--- src/rtl/cpu_pkg.sv ---
// Shared types for the cpu slice: boot loader FSM states and header size.
package cpu_pkg;

  localparam int LOADER_HDR_BYTES = 2;

  typedef enum logic [2:0] {
    LEN_HI,
    LEN_LO,
    DATA_HI,
    DATA_LO,
    WRITE,
    RUN,
    ERROR
  } loader_state_t;

endpackage

--- src/rtl/boot_loader.sv ---
// Boot loader: receives a length-prefixed byte stream, writes it into program
// memory as halfwords from address 0, then hands memory to the cpu and
// releases cpu reset.
module boot_loader
  import cpu_pkg::*;
#(
  parameter  int MEM_DEPTH  = 2**12,
  localparam int ADDR_WIDTH = $clog2(MEM_DEPTH*2)
) (
  input  logic                  clk,
  input  logic                  rst,
  input  logic [7:0]            i_rx_data,
  input  logic                  i_rx_valid,
  output logic                  o_rx_ready,
  input  logic [0:1][7:0]       i_cpu_mem_di,
  input  logic [ADDR_WIDTH-1:0] i_cpu_mem_addr,
  input  logic                  i_cpu_mem_en,
  input  logic                  i_cpu_mem_rd_en,
  input  logic [0:1]            i_cpu_mem_wr_en,
  output logic [0:1][7:0]       o_cpu_mem_do,
  output logic [0:1][7:0]       o_mem_di,
  output logic [ADDR_WIDTH-1:0] o_mem_addr,
  output logic                  o_mem_en,
  output logic                  o_mem_rd_en,
  output logic [0:1]            o_mem_wr_en,
  input  logic [0:1][7:0]       i_mem_do,
  output logic                  o_cpu_rst,
  output logic                  o_busy,
  output logic                  o_error
);

  loader_state_t         state, state_nxt;
  logic                  rx_ready;
  logic                  xfer;
  logic [7:0]            len_hi;
  logic [7:0]            lane0;
  logic [15:0]           hdr_len;
  logic                  len_zero;
  logic                  len_too_big;
  logic [15:0]           remaining;
  logic [ADDR_WIDTH-1:0] addr_cnt;

  // Loader-side memory port, registered so the write strobe is clean.
  logic                  ld_en;
  logic [0:1]            ld_wr_en;
  logic [ADDR_WIDTH-1:0] ld_addr;
  logic [0:1][7:0]       ld_di;
  logic                  cpu_rst_q, busy_q, error_q;

  assign hdr_len     = {len_hi, i_rx_data};
  assign len_zero    = (hdr_len == 16'd0);
  assign len_too_big = (int'(hdr_len) > MEM_DEPTH);
  assign xfer        = i_rx_valid && rx_ready;

  assign o_rx_ready   = rx_ready;
  assign o_cpu_rst    = cpu_rst_q;
  assign o_busy       = busy_q;
  assign o_error      = error_q;
  assign o_cpu_mem_do = i_mem_do;

  // Next-state and byte-accept decode; ready depends only on registered state.
  always_comb begin
    state_nxt = state;
    rx_ready  = 1'b0;
    case (state)
      LEN_HI: begin
        rx_ready = 1'b1;
        if (i_rx_valid) state_nxt = LEN_LO;
      end
      LEN_LO: begin
        rx_ready = 1'b1;
        if (i_rx_valid) begin
          if (len_zero)         state_nxt = RUN;
          else if (len_too_big) state_nxt = ERROR;
          else                  state_nxt = DATA_HI;
        end
      end
      DATA_HI: begin
        rx_ready = 1'b1;
        if (i_rx_valid) state_nxt = DATA_LO;
      end
      DATA_LO: begin
        rx_ready = 1'b1;
        if (i_rx_valid) state_nxt = WRITE;
      end
      WRITE:   state_nxt = (remaining == 16'd1) ? RUN : DATA_HI;
      RUN:     state_nxt = RUN;
      ERROR:   state_nxt = ERROR;
      default: state_nxt = LEN_HI;
    endcase
  end

  // State register, counters, byte latches and registered loader outputs.
  always_ff @(posedge clk) begin
    if (rst) begin
      state     <= LEN_HI;
      addr_cnt  <= '0;
      remaining <= '0;
      len_hi    <= '0;
      lane0     <= '0;
      ld_en     <= 1'b0;
      ld_wr_en  <= 2'b00;
      ld_addr   <= '0;
      ld_di     <= '0;
      cpu_rst_q <= 1'b1;
      busy_q    <= 1'b1;
      error_q   <= 1'b0;
    end else begin
      state    <= state_nxt;
      // write strobe is a single-cycle pulse covering the WRITE state
      ld_en    <= 1'b0;
      ld_wr_en <= 2'b00;
      ld_addr  <= '0;
      ld_di    <= '0;
      case (state)
        LEN_HI: if (xfer) len_hi <= i_rx_data;
        LEN_LO: if (xfer) begin
          remaining <= hdr_len;
          if (len_zero) begin
            cpu_rst_q <= 1'b0;
            busy_q    <= 1'b0;
          end else if (len_too_big) begin
            error_q <= 1'b1;
            busy_q  <= 1'b0;
          end
        end
        DATA_HI: if (xfer) lane0 <= i_rx_data;
        DATA_LO: if (xfer) begin
          ld_en    <= 1'b1;
          ld_wr_en <= 2'b11;
          ld_addr  <= addr_cnt;
          ld_di    <= {lane0, i_rx_data};
        end
        WRITE: begin
          // counter may wrap after a full-depth load; it is unused afterwards
          addr_cnt  <= addr_cnt + ADDR_WIDTH'(2);
          remaining <= remaining - 16'd1;
          if (remaining == 16'd1) begin
            cpu_rst_q <= 1'b0;
            busy_q    <= 1'b0;
          end
        end
        default: ;
      endcase
    end
  end

  // Memory port mux: cpu owns the port only once the load has completed.
  always_comb begin
    o_mem_en    = ld_en;
    o_mem_rd_en = 1'b0;
    o_mem_wr_en = ld_wr_en;
    o_mem_addr  = ld_addr;
    o_mem_di    = ld_di;
    if (state == RUN) begin
      o_mem_en    = i_cpu_mem_en;
      o_mem_rd_en = i_cpu_mem_rd_en;
      o_mem_wr_en = i_cpu_mem_wr_en;
      o_mem_addr  = i_cpu_mem_addr;
      o_mem_di    = i_cpu_mem_di;
    end
  end

endmodule

--- config.mk ---
export PLATFORM = sky130hd
export DESIGN_NAME = boot_loader
export DESIGN_NICKNAME = d
export VERILOG_FILES = /design/src/rtl/cpu_pkg.sv /design/src/rtl/boot_loader.sv
export SDC_FILE = /design/constraint.sdc
export NUM_CORES = 1
export LEC_CHECK = 0
export BUFFER_PORTS_ARGS = -buffer_cell sky130_fd_sc_hd__buf_2
export CAP_MARGIN = 20
export CORE_MARGIN = 8
export CORE_UTILIZATION = 40
export CTS_BUF_LIST = sky130_fd_sc_hd__clkbuf_4 sky130_fd_sc_hd__clkbuf_8
export DETAILED_ROUTE_END_ITERATION = 7
export HOLD_SLACK_MARGIN = 0.08
export PLACE_DENSITY = 0.74
export REMOVE_ABC_BUFFERS = 1
export SYNTH_ARGS = -nofsm -noshare
export SYNTH_HDL_FRONTEND = slang
export SYNTH_SLANG_ARGS = --single-unit
--- constraint.sdc ---
create_clock -name clk -period 3.7 [get_ports clk]
set_input_delay 0.555 -clock clk [delete_from_list [all_inputs] [get_ports clk]]
set_output_delay 0.555 -clock clk [all_outputs]
set_load 0.05 [all_outputs]
## Yosys cells after proc, flatten, opt, wreduce, memory -nomap -nowiden

Cells that the tools add are included.

| operators by class | value |
|---|---|
| add/subtract/negate cells | 2 |
| order comparisons | 1 |
| equality and inequality tests | 15 |
| muxes and demuxes | 26 |
| bitwise gates (word level) | 3 |
| reduce and logical (&&, ||, !) cells | 14 |

Operators by type and width:

| cell | count |
|---|---|
| $mux W16 | 2 |
| $pmux W16 S2 | 1 |
| $mux W3 | 7 |
| $pmux W3 S7 | 1 |
| $eq A16 B1 Y1 const B | 1 |
| $gt A16 B13 Y1 const B | 1 |
| $logic_not A16 Y1 | 1 |
| $reduce_and A4 Y1 | 4 |
| $sub A16 B1 Y16 const B | 1 |
| $ne A2 B2 Y1 const B | 7 |
| $add A13 B2 Y13 const B | 1 |
| $mux W13 | 1 |
| $mux W1 | 10 |
| $eq A3 B3 Y1 const B | 3 |
| $eq A3 B2 Y1 const B | 2 |
| $reduce_and A2 Y1 | 3 |
| $mux W2 | 2 |
| $pmux W1 S2 | 2 |
| $reduce_or A4 Y1 | 1 |
| $eq A3 B1 Y1 const B | 1 |
| $logic_not A3 Y1 | 1 |
| $ne A3 B3 Y1 const B | 1 |
| $not A1 Y1 | 3 |
| $reduce_or A3 Y1 | 1 |
| 3 further kinds | 3 |

| storage, ports and cells | value |
|---|---|
| register bits after elaboration | 83 |
| input port bits | 60 |
| output and inout bits | 53 |
| logic and storage cells | 74 |

## Depth between registers and ports, before layout

| logic depth | value |
|---|---|
| word-level depth | 6 |
| depth in mapped cells | 6 |

## Worst setup path after synthesis

OpenSTA, ideal clock, no wires.

| path | value |
|---|---|
| path type | register -> output |
| from | register state[0] |
| to | output port o_mem_en |
| data arrival time | 2.084 ns |
| required time | 3.145 ns |
| setup slack | 1.061 ns |
| stages on the path, launching flop included | 5 |
| cell sequence | dfxtp_1 > nor2b_1 > nand2_1 > clkbuf_1 > o21ai_0 |

| between the ends | value |
|---|---|
| cells in the longest elaborated chain, start to end | 2 |

RTL lines:

| item | line | RTL |
|---|---|---|
| start, declared | boot_loader.sv:32 | `loader_state_t state, state_nxt;` |
| start signal, assigned | boot_loader.sv:109 | `state <= state_nxt;` |
| $eq A3 B3 Y1 | boot_loader.sv:155 | `if (state == RUN) begin` |
| $mux W1 | boot_loader.sv:155 |  |
| end, declared | boot_loader.sv:23 | `output logic o_mem_en,` |

Every way passes these cells.

==> summary.txt <==
Clock tree
  – Post-CTS Setup Inserts: 0
  – CTS Buf Count: 9
  – CTS root buffer: clkbuf_8
  – Deepest clock path buffer count: 2
  – Clock Pin Slew Worst Setup and Hold Paths: roughly 0.08 ns
  – Post-CTS Resized: 0
  – Hold-fix buffers, CTS: 0
  – CTS H-tree depth: 3
  – # clock sinks: 79
  – Worst-Skew Late Latency: between 0.3 and 0.4 ns
  – CTS tree: done

Timing
  – Final hold viol count: 0
  – Fin crit period: between 2 and 3 ns
  – Clock Skew: around 0.0086 ns
  – Fmax: 367 MHz
  – Sum Neg Setup Slack: 0 ns
  – Slew HR: about a third
  – RSZ-0062 raised after global routing: no
  – Fin crit share: about 74%
  – Final WS setup: between 0.9 and 1 ns
  – Setup violators final: 0
  – Pins Over Slew Limit: 0
  – Min Hold Slack: 0.459 ns
  – Least-Margin Pin Slew: a little under 1 ns

Floorplanning
  – Initial Utilization: roughly two fifths
  – Die height: around 110 µm
  – I/O pin total: 113
  – Core area: between 9000 and 10000 µm²
  – Die width: approximately 110 µm
  – Row count: 35
  – Die ar.: approximately 13000 µm²

Route
  – Vias per inst: approximately 5.3
  – DRC viols: 0
  – Drt wl/cell: 15.1 µm
  – Post-route ant nets: 0
  – Vias: roughly 3100
  – Final wirelength: 8860 µm
  – Initial DRC Count: about 230
  – Number of iterations in the first detailed-routing pass: 4

Finish
  – Area delta synth->final: 16.0%
  – Seq. cell area: 1580 µm²
  – Share of cells above drive strength 1: between 30% and 40%
  – # diodes: 0
  – FILL cells: around 850
  – Multi-input combinational cell area: roughly 1900 µm²
  – Nets: between 500 and 600

Synth
  – Synth cell count leaders: dfxtp_1, nand2_1, nor2_1
  – Simple-Gate Fraction of Synth Area: between 20% and 30%
  – Share of the synthesized area in the top cell type: 42.4%
  – Synthesized area: between 3000 and 4000 µm²
  – Largest family of logic cells by synthesized area: simple AND/OR/NAND/NOR gates
  – Synth Area in Adders: between 1 and 1.5%
  – Synth Instances: around 410
  – Flops & latches, synth: 79
  – Xor/xnor share of the synthesized area: under 10%
  – Top cell type by total area after synthesis: dfxtp_1
  – Synth Area in Compound Gates: 11.1%
  – Most common cell in the synthesized netlist: dfxtp_1
  – Yosys cell types: 52
  – Asr flop ratio synth: 0%
  – Post-synth EDFFs: 0
  – Synth Flop Type: dfxtp_1
  – Post-synthesis mux area share: between 10% and 20%
  – Syn_area_per_cell: between 9 and 10 µm²
  – Largest cells by area after synthesis: dfxtp_1, mux2_2, and2_1, nand2_1, buf_4
  – Synth warnings: 0
  – Register area share after synthesis: between 40% and 50%

Setup path
  – Worst r2r path cells: 4
  – CP Data Required Time: approximately 3.1 ns
  – Startpoint types: flip-flop
  – Register-to-register setup slack: around 1.1 ns
  – Critical path class: reg -> out
  – Reg-to-reg endpoint: remaining[9]
  – Worst path arrival time: 2.17 ns
  – Max FO, Critical Path: 32
  – Worst r2r src: state[2]
  – Worst Setup End Kind: primary output

Global routing
  – Global-route wire length before repair: approximately 15000 µm
  – GRT Util Overall: between 10% and 20%
  – Vias in the first global route: around 3000
  – Largest net degree at the start of global routing: 52
  – Total global routing overflow: 0
  – Initial antenna violation count: 0

Job
  – Number of max-cap violations: 0

Placed design
  – IO Port Bufs: 80
  – DP HPWL: approximately 6400 µm
  – Setup WS pre-CTS: between 1 and 1.5 ns
  – Gpl congestion: approximately 0.80

Min path
  – Type of the most critical hold path: reg -> reg
  – Hold Crit Depth: 1
  – Min-Delay Endpoint: ld_di[11]
  – Hold_sp: lane0[3]

Outcome
  – Outcome: finished, final reports clean

Power
  – Peak VDD IR: about 0.22 mV
  – Power per standard cell area: about 450 nW/µm²
  – LEAKAGE: about 0.0018 µW
[worst max path at each step]
stage	startpoint	to	slack, ns	cells after the start
final	state[0]	o_mem_di[3]	0.97	5
after global placement	state[2]	remaining[9]	1.17	4
after floorplan	state[0]	o_mem_en	0.52	3
after CTS	state[0]	o_mem_di[3]	0.97	5
after detailed placement	state[2]	remaining[11]	1.09	4
after global routing	state[0]	o_mem_di[10]	0.82	5
[layer usage]
metal  global-route usage, %  routed length (µm)  up-vias
met5                       0                   0        -
met4                    7.55                 116        0
met3                    5.15                 898       12
met2                    22.6                4230      129
met1                    16.2                3620     1434
li1                        -                   -     1547
[registers in the layout, indices dropped and copies added, names as in the netlist, 3 cells and up]
name / flops
state: 3
lane0: 8
ld_di: 16
len_hi: 8
addr_cnt: 12
ld_addr: 12
remaining: 16
[power by group]
part	leakage (µW)	internal (µW)	switching, µW
sequential	0.000639	880	37.1
combinational	0.00108	105	162
clock	0.000124	450	316
[critical path, stage by stage, from the launching register on]
cell	delay, ns
dfxtp_1	0.59
nor2b_1	0.33
nand2_1	0.09
buf_4	0.26
mux2_2	0.32
buf_2	0.21
[cells by family after synthesis]
kind of cell    Yosys count
fa+ha+maj                 3
compound gates           63
xor+xnor                  8
simple gates            171
flops                    79
buf+inv                  51
mux                      38
[area by class of cell]
type	count	area share [%]
Sequential cell	79	36.6
Tap cell	111	3.21
Multi-Input combinational cell	283	43.7
Clock inverter	7	2.72
Clock buffer	9	2.86
Inverter	13	1.13
Timing Repair Buffer	83	9.78
[cells in the final DEF, fill, tap and decap left out, drive strengths merged, types with 11 or more instances in the layout]
cell / instances
a21oi: 20
nand2: 37
and2: 30
mux2: 30
nor2: 32
or3: 13
buf: 83
nand3: 13
dfxtp: 79
inv: 15
nor4: 11
[stage by stage]
stage	power, µW	util, %	instances	instance area [µm²]
floorplan	1100	-	375	3500
global placement	1190	44.6	569	4080
detailed placement	1200	44.6	569	4080
CTS	1960	47.3	585	4330
global route	2040	47.3	585	4330
finish	1950	47.3	585	4330
Note: power is estimated with default switching activity, not from simulation.
